--- src/rtl/dbg_loader_pkg.sv ---
// Shared definitions for the debug memory loader: command opcodes, FSM
// state type, default response bytes and small opcode decode helpers.
package dbg_loader_pkg;

  localparam logic [7:0] OP_WR_I = 8'h01;
  localparam logic [7:0] OP_WR_D = 8'h02;
  localparam logic [7:0] OP_RD_I = 8'h03;
  localparam logic [7:0] OP_RD_D = 8'h04;
  localparam logic [7:0] OP_RUN  = 8'h05;
  localparam logic [7:0] OP_HALT = 8'h06;

  localparam logic [7:0] ACK_DEFAULT = 8'hAA;
  localparam logic [7:0] ERR_DEFAULT = 8'hEE;

  typedef enum logic [2:0] {
    ST_IDLE,
    ST_ADDR,
    ST_DATA,
    ST_EXEC,
    ST_RD_WAIT,
    ST_CTRL,
    ST_RESP
  } state_e;

  function automatic logic op_is_write(input logic [7:0] op);
    return (op == OP_WR_I) || (op == OP_WR_D);
  endfunction

  function automatic logic op_is_icache(input logic [7:0] op);
    return (op == OP_WR_I) || (op == OP_RD_I);
  endfunction

endpackage

--- src/rtl/byte_shift_le.sv ---
// 4-byte little-endian assemble/serialise register.
// Ports:
//   clk_i, rst_ni   clock, asynchronous active-low reset
//   clr_i           restart the byte index (word contents kept)
//   load_i          parallel load word_i, index back to 0
//   shift_i         shift one byte: byte_i enters at the top, word moves
//                   down by 8 bits, index advances
//   byte_i, word_i  serial / parallel inputs
//   word_o          assembled word (byte k of a 4-byte run ends in [8k+7:8k])
//   byte_o          current byte to serialise (word_o[7:0])
//   last_o          index is 3, i.e. the next shift completes a 4-byte run
module byte_shift_le (
  input  logic        clk_i,
  input  logic        rst_ni,
  input  logic        clr_i,
  input  logic        load_i,
  input  logic        shift_i,
  input  logic [7:0]  byte_i,
  input  logic [31:0] word_i,
  output logic [31:0] word_o,
  output logic [7:0]  byte_o,
  output logic        last_o
);

  logic [31:0] word_q, word_d;
  logic [1:0]  idx_q, idx_d;

  // A right shift serves both directions: assembling places the first byte
  // in the LSB after four shifts, and serialising emits the LSB first.
  always_comb begin
    word_d = word_q;
    idx_d  = idx_q;
    if (clr_i) begin
      idx_d = '0;
    end else if (load_i) begin
      word_d = word_i;
      idx_d  = '0;
    end else if (shift_i) begin
      word_d = {byte_i, word_q[31:8]};
      idx_d  = idx_q + 2'd1;
    end
  end

  always_ff @(posedge clk_i or negedge rst_ni) begin
    if (!rst_ni) begin
      word_q <= '0;
      idx_q  <= '0;
    end else begin
      word_q <= word_d;
      idx_q  <= idx_d;
    end
  end

  assign word_o = word_q;
  assign byte_o = word_q[7:0];
  assign last_o = (idx_q == 2'd3);

endmodule

--- src/rtl/dbg_mem_loader.sv ---
// Host-side initiator for the core's instruction/data cache debug ports.
// Decodes a byte-stream command protocol, performs word writes/reads on the
// A2/WD2/WE2/RD2 debug ports, returns read data or status bytes, and owns
// the core reset (held after power-up).
// Ports:
//   clk, rst_n                  clock (shared with the core), async active-low reset
//   rx_data/rx_valid/rx_ready   inbound command bytes
//   tx_data/tx_valid/tx_ready   outbound response bytes
//   dbg_i_*                     instruction-cache debug port
//   dbg_d_*                     data-cache debug port
//   cpu_rst                     active-high reset to the core
//   busy                        a command is in progress
module dbg_mem_loader
  import dbg_loader_pkg::*;
#(
  parameter int unsigned READ_LATENCY = 1,
  parameter logic [7:0]  ACK_BYTE     = ACK_DEFAULT,
  parameter logic [7:0]  ERR_BYTE     = ERR_DEFAULT
) (
  input  logic        clk,
  input  logic        rst_n,
  input  logic [7:0]  rx_data,
  input  logic        rx_valid,
  output logic        rx_ready,
  output logic [7:0]  tx_data,
  output logic        tx_valid,
  input  logic        tx_ready,
  output logic [31:0] dbg_i_a2,
  output logic [31:0] dbg_i_wd2,
  output logic [3:0]  dbg_i_we2,
  input  logic [31:0] dbg_i_rd2,
  output logic [31:0] dbg_d_a2,
  output logic [31:0] dbg_d_wd2,
  output logic [3:0]  dbg_d_we2,
  input  logic [31:0] dbg_d_rd2,
  output logic        cpu_rst,
  output logic        busy
);

  localparam logic [1:0] RL_LAST = 2'(READ_LATENCY);

  state_e      state_q, state_d;
  logic [7:0]  op_q, op_d;
  logic [7:0]  resp_byte_q, resp_byte_d;
  logic        resp_multi_q, resp_multi_d;
  logic        cpu_rst_q, cpu_rst_d;
  logic [1:0]  wait_q, wait_d;
  logic [31:0] i_a2_q, i_a2_d, i_wd2_q, i_wd2_d;
  logic [31:0] d_a2_q, d_a2_d, d_wd2_q, d_wd2_d;

  logic        rx_fire, tx_fire;
  logic        rx_clr, addr_shift, data_shift, tx_load, tx_adv;
  logic        sel_i, port_active, exec_active;
  logic [31:0] addr_word, data_word, tx_word_in;
  logic        addr_last, data_last, tx_last;
  logic [7:0]  tx_byte;
  logic [7:0]  unused_addr_byte, unused_data_byte;
  logic [31:0] unused_tx_word;

  assign rx_ready    = (state_q == ST_IDLE) || (state_q == ST_ADDR) || (state_q == ST_DATA);
  assign tx_valid    = (state_q == ST_RESP);
  assign rx_fire     = rx_valid && rx_ready;
  assign tx_fire     = tx_valid && tx_ready;
  assign rx_clr      = rx_fire && (state_q == ST_IDLE);
  assign addr_shift  = rx_fire && (state_q == ST_ADDR);
  assign data_shift  = rx_fire && (state_q == ST_DATA);
  assign sel_i       = op_is_icache(op_q);
  assign exec_active = (state_q == ST_EXEC);
  assign port_active = exec_active || (state_q == ST_RD_WAIT);
  assign tx_load     = (state_q == ST_RD_WAIT) && (wait_q == RL_LAST);
  assign tx_adv      = tx_fire && resp_multi_q;
  assign tx_word_in  = sel_i ? dbg_i_rd2 : dbg_d_rd2;

  byte_shift_le u_rx_addr (
    .clk_i   (clk),
    .rst_ni  (rst_n),
    .clr_i   (rx_clr),
    .load_i  (1'b0),
    .shift_i (addr_shift),
    .byte_i  (rx_data),
    .word_i  ('0),
    .word_o  (addr_word),
    .byte_o  (unused_addr_byte),
    .last_o  (addr_last)
  );

  byte_shift_le u_rx_data (
    .clk_i   (clk),
    .rst_ni  (rst_n),
    .clr_i   (rx_clr),
    .load_i  (1'b0),
    .shift_i (data_shift),
    .byte_i  (rx_data),
    .word_i  ('0),
    .word_o  (data_word),
    .byte_o  (unused_data_byte),
    .last_o  (data_last)
  );

  byte_shift_le u_tx_data (
    .clk_i   (clk),
    .rst_ni  (rst_n),
    .clr_i   (1'b0),
    .load_i  (tx_load),
    .shift_i (tx_adv),
    .byte_i  (8'h00),
    .word_i  (tx_word_in),
    .word_o  (unused_tx_word),
    .byte_o  (tx_byte),
    .last_o  (tx_last)
  );

  always_comb begin
    state_d      = state_q;
    op_d         = op_q;
    resp_byte_d  = resp_byte_q;
    resp_multi_d = resp_multi_q;
    cpu_rst_d    = cpu_rst_q;
    wait_d       = wait_q;
    i_a2_d       = i_a2_q;
    i_wd2_d      = i_wd2_q;
    d_a2_d       = d_a2_q;
    d_wd2_d      = d_wd2_q;

    case (state_q)
      ST_IDLE: begin
        if (rx_fire) begin
          op_d = rx_data;
          case (rx_data)
            OP_WR_I, OP_WR_D, OP_RD_I, OP_RD_D: state_d = ST_ADDR;
            OP_RUN, OP_HALT:                    state_d = ST_CTRL;
            default: begin
              resp_byte_d  = ERR_BYTE;
              resp_multi_d = 1'b0;
              state_d      = ST_RESP;
            end
          endcase
        end
      end
      ST_ADDR: begin
        if (rx_fire && addr_last) begin
          wait_d  = '0;
          state_d = op_is_write(op_q) ? ST_DATA : ST_RD_WAIT;
        end
      end
      ST_DATA: begin
        if (rx_fire && data_last) state_d = ST_EXEC;
      end
      ST_EXEC: begin
        resp_byte_d  = ACK_BYTE;
        resp_multi_d = 1'b0;
        state_d      = ST_RESP;
      end
      ST_RD_WAIT: begin
        if (wait_q == RL_LAST) begin
          resp_multi_d = 1'b1;
          state_d      = ST_RESP;
        end else begin
          wait_d = wait_q + 2'd1;
        end
      end
      ST_CTRL: begin
        cpu_rst_d    = (op_q == OP_HALT);
        resp_byte_d  = ACK_BYTE;
        resp_multi_d = 1'b0;
        state_d      = ST_RESP;
      end
      ST_RESP: begin
        if (tx_fire && (!resp_multi_q || tx_last)) state_d = ST_IDLE;
      end
      default: state_d = ST_IDLE;
    endcase

    // Port address/data are driven straight from the assembly registers while
    // active; the _q copies only remember them so the ports hold afterwards.
    if (port_active) begin
      if (sel_i) i_a2_d = addr_word;
      else       d_a2_d = addr_word;
    end
    if (exec_active) begin
      if (sel_i) i_wd2_d = data_word;
      else       d_wd2_d = data_word;
    end
  end

  always_ff @(posedge clk or negedge rst_n) begin
    if (!rst_n) begin
      state_q      <= ST_IDLE;
      op_q         <= '0;
      resp_byte_q  <= '0;
      resp_multi_q <= 1'b0;
      cpu_rst_q    <= 1'b1;
      wait_q       <= '0;
      i_a2_q       <= '0;
      i_wd2_q      <= '0;
      d_a2_q       <= '0;
      d_wd2_q      <= '0;
    end else begin
      state_q      <= state_d;
      op_q         <= op_d;
      resp_byte_q  <= resp_byte_d;
      resp_multi_q <= resp_multi_d;
      cpu_rst_q    <= cpu_rst_d;
      wait_q       <= wait_d;
      i_a2_q       <= i_a2_d;
      i_wd2_q      <= i_wd2_d;
      d_a2_q       <= d_a2_d;
      d_wd2_q      <= d_wd2_d;
    end
  end

  assign dbg_i_a2  = (port_active && sel_i)  ? addr_word : i_a2_q;
  assign dbg_i_wd2 = (exec_active && sel_i)  ? data_word : i_wd2_q;
  assign dbg_i_we2 = (exec_active && sel_i)  ? '1 : '0;
  assign dbg_d_a2  = (port_active && !sel_i) ? addr_word : d_a2_q;
  assign dbg_d_wd2 = (exec_active && !sel_i) ? data_word : d_wd2_q;
  assign dbg_d_we2 = (exec_active && !sel_i) ? '1 : '0;

  assign tx_data = resp_multi_q ? tx_byte : resp_byte_q;
  assign cpu_rst = cpu_rst_q;
  assign busy    = (state_q != ST_IDLE);

endmodule

--- config.mk ---
export PLATFORM = sky130hd
export DESIGN_NAME = dbg_mem_loader
export DESIGN_NICKNAME = d
export VERILOG_FILES = /design/src/rtl/dbg_loader_pkg.sv /design/src/rtl/byte_shift_le.sv /design/src/rtl/dbg_mem_loader.sv
export SDC_FILE = /design/constraint.sdc
export NUM_CORES = 1
export LEC_CHECK = 0
export CORE_ASPECT_RATIO = 0.5
export CORE_UTILIZATION = 45
export DETAILED_ROUTE_END_ITERATION = 8
export PLACE_DENSITY = 0.71
export SLEW_MARGIN = 10
export SYNTH_ARGS = -nofsm -noshare
export SYNTH_HDL_FRONTEND = slang
export SYNTH_HIERARCHICAL = 1
export SYNTH_SLANG_ARGS = --single-unit
--- constraint.sdc ---
create_clock -name clk -period 5.1 [get_ports clk]
set_clock_uncertainty 0.15 [all_clocks]
set_input_delay 1.02 -clock clk [delete_from_list [all_inputs] [get_ports clk]]
set_output_delay 1.02 -clock clk [all_outputs]
set_load 0.005 [all_outputs]
# After elaboration in Yosys (flattened, before gate mapping)
# Cells that the tools add are included.
dict set report totals {
  ff_bits 253
  in_bits 76
  out_inout_bits 148
  word_cells 128
}
dict set report op_classes {
  n_addsub 4
  eq_ne 27
  muxes 34
  bitwise_logic 2
  reduce_logical 45
}
# operator count
set ops {}
lappend ops {{two-way mux 32 bit} 7}
lappend ops {{equality test 8 x 2 -> 1 bit, second input constant} 4}
lappend ops {{equality test 8 x 3 -> 1 bit, second input constant} 4}
lappend ops {{two-way mux 8 bit} 3}
lappend ops {{two-way mux 3 bit} 6}
lappend ops {{case mux 3 bit (6 select lines)} 1}
lappend ops {{equality test 8 x 1 -> 1 bit, second input constant} 2}
lappend ops {{two-way mux 2 bit} 8}
lappend ops {{case mux 8 bit (2 select lines)} 1}
lappend ops {{logical AND 1 bit} 14}
lappend ops {{AND reduction 2 bit} 7}
lappend ops {{nonzero test 2 bit} 5}
lappend ops {{equality test 3 bit, second input constant} 3}
lappend ops {{adder 2 x 1 -> 2 bit, second input constant} 4}
lappend ops {{two-way mux 4 bit} 2}
lappend ops {{inequality test 2 x 1 -> 1 bit, second input constant} 4}
lappend ops {{equality test 2 bit, second input constant} 3}
lappend ops {{equality test 3 x 2 -> 1 bit, second input constant} 2}
lappend ops {{logical OR 1 bit} 6}
lappend ops {{inequality test 2 bit, second input constant} 3}
lappend ops {{case mux 3 bit (2 select lines)} 1}
lappend ops {{AND reduction 3 bit} 2}
lappend ops {{nonzero test 3 bit} 2}
lappend ops {{OR reduction 6 bit} 1}
lappend ops {{12 further kinds} 17}

# Longest topological paths before layout
dict set report depth {
  depth_word 7
  ltp_mapped 9
  depth_no_buf 6
}

# Modules after synthesis
# The synthesis kept the hierarchy.
# module n_inst cells_each area_per_inst_um2 seq_area_each_um2
set by_module_without_submodules {}
lappend by_module_without_submodules {dbg_mem_loader 1 440 6546.3 3629.7}
lappend by_module_without_submodules {byte_shift_le 3 189 1871.8 850.8}

# Least setup slack after synthesis
# No wires, ideal clock.
dict set report synth_timing {
  kind {flip-flop to output port}
  startpoint {register op_q[5]}
  endpoint {output dbg_i_a2[11]}
  arrival_ps 2156
  required_ps 3930
  setup_slack_ps 1774
  stages_incl_launch_ff 6
  n_path_buf 1
  path_cell_list {dfrtp_1 or4_4 or4b_4 nor2_8 buf_8 mux2_2}
}
dict set report synth_between {
  elab_chain_cells 4
  elab_cells_between_ends 5
  classes_between {2 x eq/ne; 1 x mux; 2 x reduce/logical}
}
# element line_no
set synth_lines {}
lappend synth_lines {{start, declared} dbg_mem_loader.sv:43} ;# logic [7:0] op_q, op_d;
lappend synth_lines {{start signal, assigned} dbg_mem_loader.sv:200} ;# op_q <= op_d;
lappend synth_lines {{equality test 8 x 1 -> 1 bit / equality test 8 x 2 -> 1 bit (equally long branches)} dbg_loader_pkg.sv:30} ;# return (op == OP_WR_I) || (op == OP_RD_I);
lappend synth_lines {{logical OR 1 bit (*)} dbg_loader_pkg.sv:30}
lappend synth_lines {{logical AND 1 bit (*)} dbg_mem_loader.sv:212} ;# assign dbg_i_a2 = (port_active && sel_i) ? addr_word : i_a2_q;
lappend synth_lines {{two-way mux 32 bit (*)} dbg_mem_loader.sv:212}
lappend synth_lines {{end, declared} dbg_mem_loader.sv:28} ;# output logic [31:0] dbg_i_a2,
# Every way passes the cells marked *; elsewhere a longest branch is shown, timed or not.

# Final worst setup path
dict set report layout_timing {
  startpoint {register op_q[5]}
  endpoint {output dbg_i_wd2[1]}
}
dict set report layout_between {
  elab_chain_cells 4
  elab_cells_between_ends 5
  classes_between {2 x eq/ne; 1 x mux; 2 x reduce/logical}
}
# element line_no
set layout_lines {}
lappend layout_lines {{equality test 8 x 1 -> 1 bit / equality test 8 x 2 -> 1 bit (equally long branches)} dbg_loader_pkg.sv:30}
lappend layout_lines {{logical OR 1 bit (*)} dbg_loader_pkg.sv:30}
lappend layout_lines {{logical AND 1 bit (*)} dbg_mem_loader.sv:213} ;# assign dbg_i_wd2 = (exec_active && sel_i) ? data_word : i_wd2_q;
lappend layout_lines {{two-way mux 32 bit (*)} dbg_mem_loader.sv:213}
lappend layout_lines {{end, declared} dbg_mem_loader.sv:29} ;# output logic [31:0] dbg_i_wd2,
# Marked as above.

==> metrics.md <==
| Metric | Value |
|---|---|
| Outcome | `finished with violations` |
| Failing checks | `design-rule violations` |
| MaxCap Viol Count | `0` |
| Remaining antenna violation count after routing | `0` |
| Worst r2r path cells | `5` |
| Critical path origin | `op_q[5]` |
| Stages on worst setup path | `5` |
| Static leakage | `between 0.006 and 0.007 uW` |
| Cells after Synth | `999` |
| Setup violations, final | `0` |
| Input/output buffers | `223` |
| Reg2reg setup slack | `1.92 ns` |
| Mean Syn Cell Area | `12.1 um2` |
| Hold_ws | `0.343 ns` |
| Critical path class | `register to output port` |
| Final core occ | `slightly below 60%` |
| Die W | `234 um` |
| Initial Util | `45.8%` |
| Die area | `27600 um2` |
| Die H | `118 um` |
| Worst path slowest cell | `nor2_8` |
| Final Cycle Share | `94.0%` |
| Vias | `8698` |
| Critical path required time | `3.93 ns` |
| RR Endpoint | `u_tx_data/word_o[28]` |
| Initial antenna violation count | `0` |
| Commonest cells after routing, fill and taps aside | `246 x dfrtp_1, 222 x clkdlybuf4s50_1, 159 x nor3_1` |
| Root Driver | `clkbuf_16` |
| Hold_buf cts | `0` |
| Syn. warnings | `6` |
| VDD IR max | `276 uV` |
| CP delay by family, top | `simple AND/OR/NAND/NOR gates` |
| Crit path cell chain | `or4_4 -> or4b_4 -> nor2_8 -> mux2_2 -> clkdlybuf4s50_1` |
| Max-Slew Margin vs Limit | `29.2%` |
| Clk Latency, worst-skew pair | `0.53 ns` |
| Largest net degree at the start of global routing | `around 130` |
| Share of post-route cells with drive strength above 1 | `23.5%` |
| Crit path max fanout | `33` |
| Total CTS buffers | `23` |
| HP Class | `register to register` |
| CP Capture Type | `output port` |
| Placeable Area | `26400 um2` |
| Reg2reg start | `state_q[2]` |
| I/O pin count | `224` |
| Fin Setup TNS | `0 ns` |
| Total Routing Usage GR | `22.1%` |
| Final Critical Period | `about 4.8 ns` |
| Synth Cell Area | `12100 um2` |
| Data arrival, critical path | `3.62 ns` |
| Antenna cells | `0` |
| Depth of the CTS H-tree | `1` |
| Max-slew violations | `0` |
| Peak Freq | `0.209 GHz` |
| CP bufs+invs | `1` |
| DRC viols | `8` |
| Hold Fails Final Rpt | `0` |
| Post-CTS setup buffers | `0` |
| TritonRoute pass-1 iters | `6` |
| Cell Rows | `42` |
| Iter 0 DRT Violations | `673` |
| Total congestion overflow | `0` |
| Post_cts resized | `0` |
| PwrDens | `between 500 and 600 nW/um2` |
| RSZ-0062 raised after global routing | `false` |
| GP Congestion | `0.812` |
| Slowest stage delay, CP | `roughly 0.66 ns` |
| Final nets | `roughly 1300` |
| Worst Setup Start Kind | `register` |
| Clk buf depth | `3` |
| Register clock-pin slew on the reported worst setup and hold paths | `~0.070 ns` |
| CTS tree | `yes` |
| DP HPWL | `19.7 mm` |
| First-pass GRT wire length | `48.7 mm` |
| Worst Tran Pin Value | `1.06 ns` |
| Clk sinks | `between 200 and 250` |
| Vias in the first global route | `between 8000 and 9000` |
| WL final | `30.0 mm` |
| Commonest non-fill, non-tap cell in the layout | `dfrtp_1` |
| Area Growth Syn to Fin | `26.0%` |
| Crit path capture | `dbg_i_wd2[1]` |
| Wire per inst | `18.6 um` |
| Via density | `5.40` |
-- registers in the layout, summed over array words and instances, names as in the netlist, 3 cells and up --
| signal | count |
|---|---|
| d_wd2_q | 32 |
| state_q | 3 |
| u_rx_addr/word_o | 32 |
| i_wd2_q | 32 |
| op_q | 8 |
| u_tx_data/word_o | 32 |
| d_a2_q | 32 |
| u_rx_data/word_o | 32 |
| i_a2_q | 32 |
-- through the flow --
step / instances / total power (uW) / setup WS [ns] / cell area (um2)
after detailed placement: 1569 / 6560 / 0.855 / 14500
final: 1611 / 8350 / 0.308 / 15300
after floorplan: 1085 / 4990 / 1.77 / 12400
after CTS: 1611 / 8420 / 0.267 / 15300
after global routing: 1611 / 8850 / 0.185 / 15300
after global placement: 1569 / 6430 / 0.917 / 14500
-- worst min path at each step --
stage                           to  cells past startpoint           start
finish                   wait_q[0]                      1       wait_q[0]
global route            i_a2_q[27]                      1      i_a2_q[27]
CTS                    i_wd2_q[17]                      1     i_wd2_q[17]
detailed placement      i_wd2_q[8]                      1      i_wd2_q[8]
global placement    resp_byte_q[6]                      2  resp_byte_q[6]
floorplan           resp_byte_q[5]                      1  resp_byte_q[5]
-- metal layers --
metal / share of wire [%] / track usage, % / up-vias
met2: 49 / 35.3 / 194
met3: 3.9 / 3.32 / 43
met4: 2.4 / 5.64 / 0
met5: 0 / 0 / -
met1: 45 / 31.3 / 4370
li1: - / - / 4091
-- area by class of cell --
class,count,area [um2]
clock buffer,27,621
clock inverter,15,169
fill,2199,11200
inverter,6,22.5
multi-input combinational,731,5490
sequential,247,6180
tap,352,440
timing repair buffer,233,2320
-- where the power goes --
group / switching (uW) / internal [uW] / total [uW]
Clock: 783 / 1030 / 1810
Sequential: 627 / 2690 / 3310
Combinational: 1340 / 1890 / 3230
Total: 2750 / 5600 / 8350
No activity file was read; power rests on OpenSTA's default activity.
